$ cat src/rtl/wb_xact_capture_pkg.sv
// rtl/wb_xact_capture_pkg.sv - shared types and constants for the Wishbone transfer capture stage
package wb_xact_capture_pkg;

    typedef enum logic {
        XACT_READ  = 1'b0,
        XACT_WRITE = 1'b1
    } xact_dir_e;

    localparam int OVF_CNT_WIDTH = 16;

endpackage

$ cat src/rtl/wb_xact_fifo.sv
// rtl/wb_xact_fifo.sv - record FIFO with extended pointers, combinational head read and same-cycle push/pop
module wb_xact_fifo #(
    parameter int WIDTH = 8,
    parameter int DEPTH = 16
) (
    input  logic                   clk,
    input  logic                   rst,
    input  logic                   clear,
    input  logic                   push,
    input  logic                   pop,
    input  logic [WIDTH-1:0]       wdata,
    output logic [WIDTH-1:0]       rdata,
    output logic                   empty,
    output logic                   full,
    output logic [$clog2(DEPTH):0] count
);

    localparam int AW = $clog2(DEPTH);

    logic [WIDTH-1:0] mem [DEPTH];
    logic [AW:0]      wptr;
    logic [AW:0]      rptr;
    logic             do_push;
    logic             do_pop;

    assign empty   = (wptr == rptr);
    assign full    = (wptr[AW] != rptr[AW]) && (wptr[AW-1:0] == rptr[AW-1:0]);
    assign do_pop  = pop && !empty;
    // A pop on the same edge frees the slot the push lands in.
    assign do_push = push && (!full || do_pop);
    assign count   = wptr - rptr;
    assign rdata   = empty ? '0 : mem[rptr[AW-1:0]];

    always_ff @(posedge clk) begin
        if (rst || clear) begin
            wptr <= '0;
            rptr <= '0;
        end else begin
            if (do_push) wptr <= wptr + 1'b1;
            if (do_pop)  rptr <= rptr + 1'b1;
        end
    end

    always_ff @(posedge clk) begin
        if (do_push && !rst && !clear) mem[wptr[AW-1:0]] <= wdata;
    end

endmodule

$ cat src/rtl/wb_xact_capture.sv
// rtl/wb_xact_capture.sv - Wishbone completed-transfer capture into a FIFO stream; option WB_XACT_CAPTURE_TIMESTAMP_EN adds per-record timestamps
module wb_xact_capture
    import wb_xact_capture_pkg::*;
#(
    parameter int WB_ADDR_WIDTH = 32,
    parameter int WB_DATA_WIDTH = 32,
    parameter int DEPTH         = 16,
    parameter int TS_WIDTH      = 32
) (
    input  logic                       clk,
    input  logic                       rst,
    input  logic                       en,
    input  logic                       clear,
    input  logic                       mon_cyc,
    input  logic                       mon_stb,
    input  logic                       mon_ack,
    input  logic                       mon_we,
    input  logic [WB_ADDR_WIDTH-1:0]   mon_adr,
    input  logic [WB_DATA_WIDTH-1:0]   mon_dat_w,
    input  logic [WB_DATA_WIDTH-1:0]   mon_dat_r,
    output logic                       xact_valid,
    input  logic                       xact_ready,
    output logic                       xact_we,
    output logic [WB_ADDR_WIDTH-1:0]   xact_adr,
    output logic [WB_DATA_WIDTH-1:0]   xact_dat,
`ifdef WB_XACT_CAPTURE_TIMESTAMP_EN
    output logic [TS_WIDTH-1:0]        xact_ts,
`endif
    output logic [$clog2(DEPTH+1)-1:0] count,
    output logic [OVF_CNT_WIDTH-1:0]   ovf_cnt
);

`ifdef WB_XACT_CAPTURE_TIMESTAMP_EN
    localparam int TS_BITS = TS_WIDTH;
`else
    localparam int TS_BITS = TS_WIDTH * 0;
`endif
    localparam int BASE_W = 1 + WB_ADDR_WIDTH + WB_DATA_WIDTH;
    localparam int REC_W  = BASE_W + TS_BITS;

    xact_dir_e                  dir;
    logic                       event_hit;
    logic                       push;
    logic                       pop_fire;
    logic                       empty;
    logic                       full;
    logic [WB_DATA_WIDTH-1:0]   cap_dat;
    logic [REC_W-1:0]           wrec;
    logic [REC_W-1:0]           rrec;
    logic [OVF_CNT_WIDTH-1:0]   ovf_q;

    assign dir       = xact_dir_e'(mon_we);
    assign cap_dat   = (dir == XACT_WRITE) ? mon_dat_w : mon_dat_r;
    assign event_hit = en && mon_cyc && mon_stb && mon_ack;
    assign push      = event_hit && !clear;
    assign pop_fire  = xact_valid && xact_ready;

`ifdef WB_XACT_CAPTURE_TIMESTAMP_EN
    logic [TS_WIDTH-1:0] ts_cnt;

    // Free-running; clear deliberately leaves it alone so traces stay monotonic.
    always_ff @(posedge clk) begin
        if (rst) ts_cnt <= '0;
        else     ts_cnt <= ts_cnt + 1'b1;
    end

    assign wrec    = {ts_cnt, mon_we, mon_adr, cap_dat};
    assign xact_ts = rrec[REC_W-1:BASE_W];
`else
    assign wrec = {mon_we, mon_adr, cap_dat};
`endif

    wb_xact_fifo #(
        .WIDTH (REC_W),
        .DEPTH (DEPTH)
    ) u_fifo (
        .clk   (clk),
        .rst   (rst),
        .clear (clear),
        .push  (push),
        .pop   (xact_ready),
        .wdata (wrec),
        .rdata (rrec),
        .empty (empty),
        .full  (full),
        .count (count)
    );

    assign xact_valid = !empty;
    assign xact_we    = rrec[BASE_W-1];
    assign xact_adr   = rrec[WB_ADDR_WIDTH+WB_DATA_WIDTH-1:WB_DATA_WIDTH];
    assign xact_dat   = rrec[WB_DATA_WIDTH-1:0];

    always_ff @(posedge clk) begin
        if (rst || clear) begin
            ovf_q <= '0;
        end else if (push && full && !pop_fire && (ovf_q != '1)) begin
            ovf_q <= ovf_q + 1'b1;
        end
    end

    assign ovf_cnt = ovf_q;

endmodule

$ cat config.mk
export PLATFORM = sky130hd
export DESIGN_NAME = wb_xact_capture
export DESIGN_NICKNAME = d
export VERILOG_FILES = /design/src/rtl/wb_xact_capture_pkg.sv /design/src/rtl/wb_xact_fifo.sv /design/src/rtl/wb_xact_capture.sv
export SDC_FILE = /design/constraint.sdc
export NUM_CORES = 1
export LEC_CHECK = 0
export ABC_AREA = 1
export CORE_MARGIN = 3
export CORE_UTILIZATION = 32
export CTS_CLUSTER_SIZE = 10
export DETAILED_ROUTE_END_ITERATION = 16
export HOLD_SLACK_MARGIN = 0.12
export PLACE_DENSITY = 0.54
export REMOVE_ABC_BUFFERS = 1
export SYNTH_ARGS = -nofsm -noshare
export SYNTH_HDL_FRONTEND = slang
export SYNTH_SLANG_ARGS = --single-unit
$ cat constraint.sdc
create_clock -name clk -period 5 [get_ports clk]
set_input_delay 1 -clock clk [delete_from_list [all_inputs] [get_ports clk]]
set_output_delay 1 -clock clk [all_outputs]
set_load 0.1 [all_outputs]
### After elaboration in Yosys (flattened, before gate mapping)

Memory sizes are Yosys's and may differ from the RTL's. A register that Yosys moved wholly into a read port is not among the register bits.
Cells that the tools add are included.

| storage, ports and cells | value |
|---|---|
| output and inout port bits | 87 |
| logic and storage cells | 37 |
| input bits | 105 |
| latch bits | 0 |
| memories | 1 |
| bits in read-only memories | 0 |
| bits in writable memories | 1040 |
| bits in registers | 26 |

Memory list:

| memory | words | bits a word | read ports | clocked after memory_dff | write ports | line | RTL |
|---|---|---|---|---|---|---|---|
| u_fifo.mem | 16 | 65 | 1 | 1 | 1 | wb_xact_fifo.sv:20 | `logic [WIDTH-1:0] mem [DEPTH];` |

| operators by class | value |
|---|---|
| reduce and logical (&&, ||, !) cells | 19 |
| divide/modulo/power cells | 0 |
| multiplexer cells | 6 |
| bitwise logic cells | 0 |
| equality and inequality tests | 4 |
| shifts and indexed selects | 0 |
| $add $sub $neg | 4 |
| multipliers | 0 |
| order comparisons | 0 |

Operator list:

| cell | count |
|---|---|
| 65-bit two-way mux | 1 |
| 32-bit two-way mux | 1 |
| 16-bit by 1-bit adder with 16-bit output, second input constant | 1 |
| 16-bit inequality test, second input constant | 1 |
| 1-bit logical AND | 12 |
| 5-bit by 1-bit adder with 5-bit output, second input constant | 2 |
| 4-bit two-way mux | 2 |
| 5-bit equality test | 1 |
| 1-bit zero test | 5 |
| 5-bit subtractor | 1 |
| 4-bit equality test | 1 |
| 1-bit logical OR | 2 |
| 1-bit two-way mux | 2 |
| 1-bit inequality test | 1 |

### Depth between registers and ports, before layout

| depth | value |
|---|---|
| depth after elaboration | 9 |
| depth in mapped cells | 11 |
| gate-level depth less buffers | 10 |

### Modules after synthesis

From an unflattened synthesis, not the netlist that was laid out.

| second synthesis, totals | value |
|---|---|
| cells, all modules | 4392 |
| area total of the unflattened synthesis | 46329.4 um^2 |

By module, submodules not included:

| module | cells an instance | sequential area each (um^2) | area an instance (um^2) | times used |
|---|---|---|---|---|
| wb_xact_fifo | 4201 | 31510.2 | 44954.4 | 1 |
| wb_xact_capture | 191 | 320.3 | 1375.1 | 1 |

### Worst setup path after synthesis

OpenSTA, ideal clock, no wires.

| path | value |
|---|---|
| path kind | input port to flip-flop |
| start point | input clear |
| end point | memory u_fifo.mem[0][0] in the netlist's numbering (enable) |
| buffers on the path | 0 |
| stages | 7 |
| path slack | 0.139 ns |
| data arrival time | 4.373 ns |
| data required time | 4.512 ns |
| library setup time | 0.488 ns |
| cells stage by stage | inv_1 -> nand2_1 -> nor2_1 -> nand2_2 -> nor2_1 -> nand2_1 -> nor2_1 |

| between the ends | value |
|---|---|
| cells in the longest elaborated chain, start to end | 7 |

RTL lines:

| item | line | RTL |
|---|---|---|
| from (decl) | wb_xact_capture.sv:13 | `input logic clear,` |
| 1-bit zero test (*) | wb_xact_fifo.sv:45, wb_xact_capture.sv:55 |  |
| 1-bit logical AND | wb_xact_capture.sv:55 | `assign push = event_hit && !clear;` |
| 1-bit logical AND | wb_xact_fifo.sv:30 | `assign do_push = push && (!full \|\| do_pop);` |
| 1-bit logical AND | wb_xact_fifo.sv:45 | `if (do_push && !rst && !clear) mem[wptr[AW-1:0]] <= wdata;` |
| 1-bit logical AND (*) | wb_xact_fifo.sv:45 |  |
| 1-bit two-way mux (*) | wb_xact_fifo.sv:45 |  |
| 1-bit two-way mux (implied by the code) (*) | wb_xact_fifo.sv:45 |  |
| to (decl) | wb_xact_fifo.sv:20 |  |

Mark *: on every way between the ends. The rest lies on a longest branch, timed or not.

==> impl_metrics.ini <==
[sta]
slew_headroom = 0.298
drv_slew = 0
rsz0062_at_grt = no
whs_ns = 0.504
fin_crit_ns = 4.66
worstMarginPinSlew_ns = 1.05
setup_viol = 0
fmax_mhz = 215
fin_worst_skew_ns = 0.0211
hold_viol = 0
min_period_over_period = 0.932

[synthesis]
yosysMostFrequentCell = edfxtp_1
synth_cells = 3692
synthTopCellsByCount = edfxtp_1 (1040), nor2_1 (948), o21ai_0 (457)
synth.top_cell.area_share = 0.714
synth_warnings = 0
synth_area_leader_cell = edfxtp_1
synth_edf_count = 1040
synthFlopType = edfxtp_1
avgSynthCellArea_um2 = 11.8
synth.distinct_cells = 32
async_flop_share = 0
yosysSeqAreaShare = 0.728
ys_seq_elements = 1070
syn_area_um2 = 43700
synth_area_leaders = edfxtp_1 (71%), nor2_1 (8.1%), o21ai_0 (5.2%)

[pwr]
vdd.ir_drop.worst_uv = 277
p_per_area_nw_per_um2 = 352
power.leakage_uw = 0.0173
p_total_uw = 18100

[placement]
routabilityCongestion = 0.747
dpl_cell_area_um2 = 48100
io_buffers = 191
hpwl_mm = 57.6

[layout]
design_area_um2 = 51500
fillers = 12800
drive_above_1_share = 0.0770
fin_util = 0.379
syn2layout_area_growth_pct = 17.7
nets = 3958

[worst_setup_path]
path_max_fanout = 71
crit_type = reg2out
cp-start-kind = flop
arrival_ns = 3.66
r2r_cells = 9
endpoint_kind = output pin
required_ns = 4.00

[clock_tree]
insertion_delay_ns = 0.69
cts_hold_buf = 0
cts_root_buffer = clkbuf_16
cts_tree = built
cts_resized = 0
post_cts_buffers = 0
htree_levels = 3
cts_buffers = 121
cts_sinks = 1070
clk_pin_slew_ns = 0.06
clockBufferDepth = 3

[worst_hold_path]
min-delay-path-class = reg2reg
worstHoldPathCells = 2

[drt]
drt_pass1_iterations = 5
wire_per_inst_um = 20.6
drtAntennaViolNets = 0
num_vias = 27900
wl_mm = 117
viasPerCell = 4.92
drc = 0
drt_iter0_markers = 2470

[global_route]
grt_pass1_wl_mm = 175
antenna_found_initial = 2
overflow = 0
grt_max_degree = 131
grt_pass1_vias = 27200
track_usage = 0.162

[floorplan]
initial_core_util = 0.322
io_pins = 192
die-area_um2 = 141000
die-height_um = 376
core_area_um2 = 136000
die_w_um = 376
fp-row-count = 135

[job]
cap_viol_max_count = 0

[run_status]
status = complete, no violations
==> metal layers <==
metal  up-vias  track usage  wire length, µm
met5         -            0                0
met4         0       0.0400             2080
met3       149       0.0272             6690
met2       731        0.258            54000
met1     13700        0.229            54100
li1      13300            -                -
==> sequential cells by signal, indices dropped and copies added, names as in the netlist, named ones only <==
register / count
u_fifo.wptr: 5
u_fifo.mem: 1040
ovf_cnt: 16
u_fifo.rptr: 5
==> placed cells by master, fill, tap and decap left out, types with 2 or more instances in the layout <==
master           Yosys  layout
clkinv_8             0       3
inv_1               45      42
xnor2_1              5       5
dfxtp_1             30      26
o211ai_1            10      10
buf_12               1      80
clkbuf_1            89      28
mux2_1              30      30
inv_4                1       2
nor2_1             948     932
nor2_2               2       2
xor2_1               9       9
clkinvlp_4           0       2
buf_4               46      53
dfxtp_4              0       4
a21oi_1             89      89
clkinv_2             0       2
edfxtp_1          1040    1040
o21ai_0            457     457
mux2_2               2       2
nor2_4               0      16
clkbuf_16            0     123
ha_1                10      10
clkinv_1             1       5
nand4_1              5       5
nand2_1            375     375
inv_6                1       3
nand3_1            394     394
nand2_2              2       2
clkdlybuf4s50_1      0     125
==> metrics by stage <==
| stage | setup slack, ns | setup TNS (ns) | instances |
|---|---|---|---|
| detailed placement | 1.03 | 0 | 5500 |
| finish | 0.339 | 0 | 5667 |
| floorplan | -11.56 | -748.86 | 3461 |
| CTS | 0.246 | 0 | 5666 |
| global placement | 0.988 | 0 | 5500 |
| global route | 0.0265 | 0 | 5666 |
==> logic make-up (layout without fill, tap and decap cells) <==
group                      after synthesis  count (layout)  share of synthesized area
DFF                                   1070            1070                      0.728
and+or+nand+nor                       1729            1729                      0.160
other                                    0               1                          0
xor gates and xnor gates                14              14                    0.00280
buffers and inverters                  279             472                     0.0328
muxes                                   32              32                    0.00824
AOI/OAI and AO/OA                      557             557                     0.0644
adders and majority gates               11              11                    0.00332
==> critical path, cell delays in order (launching register included) <==
cell and delay (ns):
dfxtp_4 0.95, buf_4 0.68, nor2_1 0.12, nor2_1 0.11
o21ai_0 0.10, nand3_1 0.09, nand3_1 0.09, a21oi_1 0.49
buf_12 0.25
==> where the power goes <==
group | switching [µW] | internal [µW] | total (µW)
logic | 327 | 140 | 467
registers | 2.77 | 9870 | 9880
clock network | 3330 | 4460 | 7790
==> final timing paths <==
check / from / end / slack (ns)
worst min-delay path: u_fifo.wptr[4]$_SDFFE_PP0P_ / u_fifo.wptr[4]$_SDFFE_PP0P_ / 0.50
worst max-delay path: flop / xact_adr[26] / 0.34
worst max register to register: u_fifo.wptr[2]$_SDFFE_PP0P_ / u_fifo.mem[2][33]$_DFFE_PP_ / 1.99
worst min register to register: u_fifo.wptr[4]$_SDFFE_PP0P_ / u_fifo.wptr[4]$_SDFFE_PP0P_ / 0.50
==> final cells by class <==
| class | count | area, µm² | share of cell area |
|---|---|---|---|
| clock buffer | 152 | 3200 | 0.0621 |
| sequential | 1070 | 31800 | 0.619 |
| antenna | 1 | 2.50 | 0.0000486 |
| timing repair buffer | 258 | 3250 | 0.0632 |
| clock inverter | 14 | 140 | 0.00272 |
| multi-input combinational | 2343 | 10600 | 0.206 |
| inverter | 48 | 215 | 0.00418 |
| tap | 1781 | 2230 | 0.0433 |
Power figures use the tool's default switching activity.
